[src/rtl/ber_sync_counter.sv]
// rtl/ber_sync_counter.sv - BER counter with automatic channel-delay search, lock and loss-of-lock tracking
// Optional feature: define BER_POLARITY_AUTO_EN to also lock onto a fully inverted channel.
module ber_sync_counter #(
    parameter int OS       = 4,
    parameter int MAX_DLY  = 16,
    parameter int WINDOW   = 511,
    parameter int LOSS_THR = 127,
    parameter int CNT_W    = 64
) (
    input  logic                       clock,
    input  logic                       i_reset,
    input  logic                       i_enable,
    input  logic                       i_clear,
    input  logic                       i_ref_bit,
    input  logic                       i_rx_bit,
    input  logic [$clog2(OS)-1:0]      i_phase,
    output logic                       o_locked,
    output logic [$clog2(MAX_DLY)-1:0] o_latency,
    output logic [CNT_W-1:0]           o_bit_count,
    output logic [CNT_W-1:0]           o_err_count,
    output logic                       o_is_zero
);
    localparam int PW = $clog2(OS);
    localparam int LW = $clog2(MAX_DLY);
    localparam int WW = $clog2(WINDOW);
    localparam int EW = $clog2(WINDOW + 1);
    localparam logic [PW-1:0]    CNT_LAST = PW'(OS - 1);
    localparam logic [LW-1:0]    LAT_LAST = LW'(MAX_DLY - 1);
    localparam logic [WW-1:0]    WIN_LAST = WW'(WINDOW - 1);
    localparam logic [EW-1:0]    ERR_THR  = EW'(LOSS_THR);
    localparam logic [CNT_W-1:0] CNT_MAX  = '1;
`ifdef BER_POLARITY_AUTO_EN
    localparam logic [EW-1:0]    ERR_ALL  = EW'(WINDOW);
`endif

    typedef enum logic {ST_SEARCH, ST_LOCK} state_t;

    state_t             r_state;
    logic [PW-1:0]      r_cnt;
    logic [PW-1:0]      r_phase_prev;
    logic [MAX_DLY-1:0] r_ref_line;
    logic [WW-1:0]      r_wcnt;
    logic [EW-1:0]      r_werr;
    logic [LW-1:0]      r_latency;
    logic [CNT_W-1:0]   r_bit_count;
    logic [CNT_W-1:0]   r_err_count;

    logic [PW-1:0]      w_phase;
    logic               w_phase_chg;
    logic               w_decide;
    logic               w_win_end;
    logic               w_inv;
    logic               w_err;
    logic [EW-1:0]      w_werr_sum;

    assign w_phase     = (i_phase > CNT_LAST) ? CNT_LAST : i_phase;
    assign w_phase_chg = (i_phase != r_phase_prev);
    // A phase change restarts the window, so the decision in that cycle is discarded.
    assign w_decide    = (r_cnt == w_phase) && !w_phase_chg;
    assign w_win_end   = (r_wcnt == WIN_LAST);

`ifdef BER_POLARITY_AUTO_EN
    logic r_invert;
    assign w_inv = r_invert;
`else
    assign w_inv = 1'b0;
`endif

    assign w_err      = i_rx_bit ^ r_ref_line[r_latency] ^ w_inv;
    assign w_werr_sum = r_werr + EW'(w_err);

    always_ff @(posedge clock) begin
        if (i_reset) begin
            r_state      <= ST_SEARCH;
            r_cnt        <= '0;
            r_phase_prev <= i_phase;
            r_ref_line   <= '0;
            r_wcnt       <= '0;
            r_werr       <= '0;
            r_latency    <= '0;
            r_bit_count  <= '0;
            r_err_count  <= '0;
`ifdef BER_POLARITY_AUTO_EN
            r_invert     <= 1'b0;
`endif
        end else if (i_enable) begin
            r_cnt        <= (r_cnt == CNT_LAST) ? '0 : r_cnt + PW'(1);
            r_phase_prev <= i_phase;
            if (r_cnt == '0) begin
                r_ref_line <= {r_ref_line[MAX_DLY-2:0], i_ref_bit};
            end

            if (w_phase_chg) begin
                r_state   <= ST_SEARCH;
                r_latency <= '0;
                r_wcnt    <= '0;
                r_werr    <= '0;
`ifdef BER_POLARITY_AUTO_EN
                r_invert  <= 1'b0;
`endif
            end else if (w_decide) begin
                if (w_win_end) begin
                    r_wcnt <= '0;
                    r_werr <= '0;
                    case (r_state)
                        ST_SEARCH: begin
                            if (w_werr_sum == '0) begin
                                r_state     <= ST_LOCK;
                                r_bit_count <= '0;
                                r_err_count <= '0;
                            end
`ifdef BER_POLARITY_AUTO_EN
                            else if (w_werr_sum == ERR_ALL) begin
                                r_state     <= ST_LOCK;
                                r_bit_count <= '0;
                                r_err_count <= '0;
                                r_invert    <= 1'b1;
                            end
`endif
                            else begin
                                r_latency <= (r_latency == LAT_LAST) ? '0 : r_latency + LW'(1);
                            end
                        end
                        ST_LOCK: begin
                            if (w_werr_sum > ERR_THR) begin
                                r_state   <= ST_SEARCH;
                                r_latency <= '0;
`ifdef BER_POLARITY_AUTO_EN
                                r_invert  <= 1'b0;
`endif
                            end
                        end
                        default: r_state <= ST_SEARCH;
                    endcase
                end else begin
                    r_wcnt <= r_wcnt + WW'(1);
                    r_werr <= w_werr_sum;
                end
            end

            // Clear beats a same-cycle decision; counters saturate instead of wrapping.
            if (i_clear) begin
                r_bit_count <= '0;
                r_err_count <= '0;
            end else if (w_decide && (r_state == ST_LOCK)) begin
                if (r_bit_count != CNT_MAX) begin
                    r_bit_count <= r_bit_count + CNT_W'(1);
                end
                if (w_err && (r_err_count != CNT_MAX)) begin
                    r_err_count <= r_err_count + CNT_W'(1);
                end
            end
        end
    end

    assign o_locked    = (r_state == ST_LOCK);
    assign o_latency   = r_latency;
    assign o_bit_count = r_bit_count;
    assign o_err_count = r_err_count;
    assign o_is_zero   = o_locked && (r_err_count == '0) && (r_bit_count != '0);

endmodule

[config.mk]
export PLATFORM = sky130hd
export DESIGN_NAME = ber_sync_counter
export DESIGN_NICKNAME = d
export VERILOG_FILES = /design/src/rtl/ber_sync_counter.sv
export SDC_FILE = /design/constraint.sdc
export NUM_CORES = 1
export LEC_CHECK = 0
export ABC_AREA = 1
export CAP_MARGIN = 5
export CORE_AREA = 2 2 165 167
export CTS_BUF_LIST = sky130_fd_sc_hd__clkbuf_4 sky130_fd_sc_hd__clkbuf_8
export CTS_CLUSTER_SIZE = 25
export DETAILED_ROUTE_END_ITERATION = 8
export DIE_AREA = 0 0 167 169
export GPL_TIMING_DRIVEN = 0
export HOLD_SLACK_MARGIN = 0.02
export PLACE_DENSITY = 0.74
export SETUP_SLACK_MARGIN = 0.3
export SLEW_MARGIN = 30
export SYNTH_ARGS = -nofsm -noshare
export SYNTH_HDL_FRONTEND = slang
export SYNTH_SLANG_ARGS = --single-unit
[constraint.sdc]
create_clock -name clock -period 2.7 [get_ports clock]
set_input_delay 0.405 -clock clock [delete_from_list [all_inputs] [get_ports clock]]
set_output_delay 0.405 -clock clock [all_outputs]
set_load 0.03 [all_outputs]
## Yosys cells after proc, flatten, opt, wreduce, memory -nomap -nowiden

Cells that the tools add are included.

- Add/sub/neg operators: 6
- Order comparisons: 3
- Eq/ne operators: 9
- Multiplexer cells: 41
- Bitwise operators: 2
- Reduce and logical (&&, ||, !) cells: 17

Operators with widths:

| kind | number |
|---|---|
| 2-to-1 mux 64 bit | 16 |
| adder 64 x 1 -> 64 bit (second input constant) | 2 |
| != test 64 bit (second input constant) | 2 |
| zero test 64 bit | 1 |
| nonzero test 64 bit | 1 |
| 2-to-1 mux 9 bit | 6 |
| 2-to-1 mux 4 bit | 6 |
| adder 9 x 1 -> 9 bit | 1 |
| adder 9 x 1 -> 9 bit (second input constant) | 1 |
| == test 9 bit (second input constant) | 1 |
| > comparator 9 x 7 -> 1 bit (second input constant) | 1 |
| zero test 9 bit | 1 |
| 2-to-1 mux 2 bit | 4 |
| one-hot mux 4 bit (2 select lines) | 1 |
| 2-to-1 mux 1 bit | 6 |
| nonzero test 2 bit | 3 |
| logical AND 1 bit | 5 |
| less-than comparator 4 x 5 -> 1 bit (second input constant) | 1 |
| AND reduction 5 bit | 1 |
| adder 4 x 1 -> 4 bit (second input constant) | 1 |
| binary-select mux 1 bit (select 4 bit) | 1 |
| == test 4 bit (second input constant) | 1 |
| AND reduction 2 bit | 2 |
| != test 3 x 1 -> 1 bit (second input constant) | 1 |
| 12 further kinds | 12 |

- Flip-flop bits (word level): 171
- Input bits: 8
- Output and inout port bits: 134
- Logic and storage cells: 87

## Logic depth before layout (Yosys ltp)

- Depth after elaboration: 13
- Gate-level depth with buffers: 25
- Mapped depth without buffers: 24

## Least setup slack after synthesis

Ideal clock, no wire load.

- Path type: flip-flop to flip-flop
- From: register r_latency[0] (netlist: o_latency[0])
- To: register r_err_count[7] (netlist: o_err_count[7])
- Library setup time: 113 ps
- Data arrival time: 2858 ps
- Required time: 2587 ps
- Path slack: -271 ps
- Stages on the path, launching flop included: 24
- Path buffers: 3
- Period minus slack after synthesis: 2971 ps
- Cells stage by stage: dfxtp_1 buf_4 nand2_1 nand3_1 nand2_1 nor2_1 nand2_1 nand2_1 nand2_1 nand2_2 ha_1 nand2_2 nor2_4 nand3_2 nand2_1 nand2_1 nor2_4 nand3_4 nand2_4 inv_2 buf_6 buf_6 nand3_2 nand2_1

- Longest elaborated chain between the ends: 13
- Elaborated cells between the ends (all ways): 14
- Those cells by class: 1 x add/sub; 10 x mux; 1 x bitwise; 2 x reduce/logical

Ends and longest elaborated chain:

| what | line | source |
|---|---|---|
| from (decl) | 44 | `logic [LW-1:0] r_latency;` |
| from (signal assigned) | 121 | `r_latency <= (r_latency == LAT_LAST) ? '0 : r_latency + LW'(1);` |
| binary-select mux 1 bit (select 4 bit) * | 69 | `assign w_err = i_rx_bit ^ r_ref_line[r_latency] ^ w_inv;` |
| 2-to-1 mux 1 bit (implied by the code) * | 69 |  |
| bitwise XOR 1 bit * | 69 |  |
| adder 9 x 1 -> 9 bit | 70 | `assign w_werr_sum = r_werr + EW'(w_err);` |
| zero test 9 bit | 107 | `if (w_werr_sum == '0) begin` |
| 2-to-1 mux 64 bit | 107 |  |
| 2-to-1 mux 64 bit | 105 | `case (r_state)` |
| 2-to-1 mux 64 bit | 102 | `if (w_win_end) begin` |
| 2-to-1 mux 64 bit | 101 | `end else if (w_decide) begin` |
| 2-to-1 mux 64 bit | 93 | `if (w_phase_chg) begin` |
| 2-to-1 mux 64 bit | 149 | `if (w_err && (r_err_count != CNT_MAX)) begin` |
| 2-to-1 mux 64 bit * | 145 | `end else if (w_decide && (r_state == ST_LOCK)) begin` |
| 2-to-1 mux 64 bit * | 142 | `if (i_clear) begin` |
| to (signal assigned) | 150 | `r_err_count <= r_err_count + CNT_W'(1);` |
| to (decl) | 46 | `logic [CNT_W-1:0] r_err_count;` |

Every way passes the cells marked *; elsewhere a longest branch is shown, timed or not. The select of a mux whose other input is x is not followed.
A chain may end at the register's enable or synchronous reset.

## Worst setup path after layout

- From: register r_latency[0] (netlist: o_latency[0])
- To: register r_err_count[8] (netlist: o_err_count[8])

The elaborated chain is that of the path after synthesis.

==> impl_metrics.yaml <==
timing:
  finalClockSkew_ns: 0.0267
  finalCritPeriodShare: 1.12
  tightest_slew_ns: 0.883
  slew_headroom: 0.412
  finalSetupViolCount: 134
  fin_tns_setup_ns: -31.65
  hold_viol: 0
  fin_ws_ns: -0.316
  fmax_ghz: 0.332
  min_period_ns: 3.02
  rsz0062_at_grt: "yes"
  drv_slew: 0
placement:
  finalWeightedCongestion: 0.987
  dp_hpwl_um: 37600
  dp.cells: 2708
  numPortBuffers: 140
cts:
  cts_tree: "done"
  clk-insertion-delay-late_ns: 0.51
  cts_root_buffer: "clkbuf_8"
  clkTransAtPathRegs_ns: 0.13
  clockBufferDepth: 2
  cts_buffers: 17
  cts.sinks: 171
  htreeDepth: 4
yosys:
  synth_fa_ha_area_frac: 0.0105
  yosys.area.top_type: "dfxtp_1"
  synth_area_um2: 13100
  synth_top_area_share: 0.259
  syn_nets: 2246
  synthMuxAreaShare: 0
  synth_xor_area_frac: 0.0188
  synth.avg_cell_area_um2: 5.86
  syn_inst: 2227
  yosys_most_used_dff: "dfxtp_1"
  async_reset_ff_frac: 0
  yosysMostFrequentCell: "nand2_1"
  ys_seq_area_frac: 0.264
  ys_ff_latch: 171
  synth_compound_area_frac: 0.0425
  synth_common_cells: "855 x nand2_1, 263 x inv_1, 249 x nor2_1"
  yosysWarnings: 0
  yosys.cell_types.count: 39
  synthSimpleGateAreaFrac: 0.552
  synth-edff-count: 2
  synthTopCellsByArea: "dfxtp_1 26%, nand2_1 25%, inv_1 7.6%, nand3_1 7.2%, nor2_1 7.2%"
  synth_top_family_by_area: "simple AND/OR/NAND/NOR gates"
floorplanning:
  io_pins: 142
  start_util: 0.492
  core_area_um2: 26500
  die_area_um2: 28200
  die_h_um: 169
  rows: 60
  die_w_um: 167
power:
  power_frac_clock: 0.389
  switching_share: 0.327
  intPower_mw: 3.47
  ir_drop_mv: 0.287
  p_sw_mw: 1.69
  power.leakage_nw: 6.85
  comb_power_share: 0.109
  powerDensity_nw_per_um2: 314
  seqPwrFrac: 0.502
global_routing:
  grt_start_max_net_pins: 20
  track_usage: 0.343
  antenna_found_initial: 0
  grt_pass1_wl_um: 76200
  grt_pass1_vias: 13855
  grt_overflow: 0
detailed_routing:
  num_vias: 15334
  antenna_left: 0
  dr.pass1.iters: 6
  drt_wl_total_um: 50500
  drtIter0Drc: 1544
  via_per_inst: 5.51
  drc: 0
  routedWlPerCell_um: 18.1
layout:
  final_util: 0.619
  diodes: 0
  area_delta_synth_final_pct: 25.8
  drive_above_1_share: 0.154
  num-nets-final: 2450
  instances_no_fill: 2785
worst_setup_path:
  critPathCaptureType: "flip-flop"
  critPathRequiredTime_ns: 3.09
  cpMaxStageDelayCell: "dfxtp_4"
  crit_path_frequent_cell: "nand2_4"
  critPathArrivalTime_ns: 3.41
  worstSetupPathType: "flip-flop to flip-flop"
  crit_path_start_kind: "flip-flop"
  critical-path-top-delay-family: "simple AND/OR/NAND/NOR gates"
  cp_max_fo: 7
  crit_buf_inv: 5
  slowest_delay_ns: 0.45
flow_run:
  drv_cap: 0
run_status:
  status: "finished with violations"
  violations: "setup timing"
min_path:
  hold_class: "input pin to flip-flop"
final cells by class:
cell class              count  area, um2
multi-input cells        1711       8600
repair buffers            185       1880
plain buffers              74        619
clock buffers              17        234
clock inverters            15        168
well taps                 341        427
flip-flops and latches    171       3460
fillers                  2543      10100
inverters                 271       1020
power groups by stage:
| stage | Sequential (mW) | Clock [mW] | Combinational, mW |
|---|---|---|---|
| 3_3_place_gp | 2.64 | 0 | 0.404 |
| 4_1_cts | 2.58 | 2.01 | 0.492 |
| 6_report | 2.58 | 2.01 | 0.563 |
| 3_5_place_dp | 2.64 | 0 | 0.410 |
| 5_1_grt | 2.59 | 2.09 | 0.597 |
| 2_1_floorplan | 2.64 | 0 | 0.256 |
cell families (layout without fill, tap and decap cells):
logic type,after synthesis,in the layout
adder cells (fa/ha/maj),11,11
AND/OR/NAND/NOR,1566,1566
AO/OA/AOI/OAI,106,106
XOR/XNOR,28,28
buffers and inverters,345,562
flip-flops,171,171
cells in the final DEF (no fill, tap or decap), types with 5 or more instances in the layout:
cell / netlist / routed
clkdlybuf4s50_1: 0 / 139
nor4_1: 27 / 24
nor3_1: 61 / 59
nand3_1: 188 / 163
nor2_4: 15 / 19
dfxtp_1: 169 / 163
nand2_2: 8 / 41
nand4_1: 42 / 42
xnor2_1: 5 / 5
nor2_2: 14 / 20
nand3b_1: 6 / 6
nor3_2: 6 / 8
buf_4: 3 / 35
nand3_2: 79 / 102
a21oi_1: 46 / 41
dfxtp_4: 0 / 5
inv_1: 263 / 252
o21ai_1: 13 / 16
buf_6: 18 / 26
nor2_1: 249 / 239
inv_2: 8 / 17
nand2_4: 3 / 12
inv_8: 0 / 7
buf_12: 0 / 9
clkbuf_1: 29 / 27
buf_2: 24 / 13
ha_1: 11 / 8
clkbuf_8: 0 / 18
o21ai_0: 37 / 33
xor2_1: 23 / 23
nand2_1: 855 / 812
per-stage QoR:
stage | hold WS [ns] | cell area (um2) | power, mW | setup WS, ns
6_report | 0.287 | 16400 | 5.15 | -0.316
5_1_grt | 0.314 | 16400 | 5.28 | -0.417
4_1_cts | 0.284 | 15900 | 5.09 | -0.204
3_3_place_gp | 0.462 | 14900 | 3.05 | -0.697
2_1_floorplan | 0.441 | 13100 | 2.90 | 0.0682
3_5_place_dp | 0.466 | 14900 | 3.05 | -0.644
layer usage:
layer	track usage	part of all wire	vias up	wire length (um)
li1	-	-	7444	-
met1	0.456	0.44	7150	22100
met3	0.0521	0.073	114	3710
met5	0	0	-	0
met2	0.565	0.46	626	23000
met4	0.121	0.033	0	1690
repair_timing:
action,4_1_cts,5_1_grt
gates cloned,2,3
buffers inserted,28,12
gates resized for setup,77,113
hold buffers,0,0
pin swaps,35,42
endpoints found under the setup margin,134,140
endpoints found under the hold margin,0,0
sequential cells by signal, indices dropped and copies added (netlist names), 2 cells and up:
name,cells
r_werr,9
r_ref_line,16
o_bit_count,64
o_latency,4
r_cnt,2
o_err_count,64
r_phase_prev,2
r_wcnt,9
path summary, 6_finish.rpt:
| path | from | to | slack, ns | cells past startpoint |
|---|---|---|---|---|
| worst max register to register | o_latency[0] | o_err_count[8] | -0.32 | 25 |
| worst min register to register | r_ref_line[1] | r_ref_line[1] | 0.49 | 2 |
| worst max-delay path | o_latency[0] | o_err_count[8] | -0.32 | 25 |
| worst min-delay path | i_reset | o_latency[3] | 0.29 | 2 |
(Power assumes the default switching activity.)
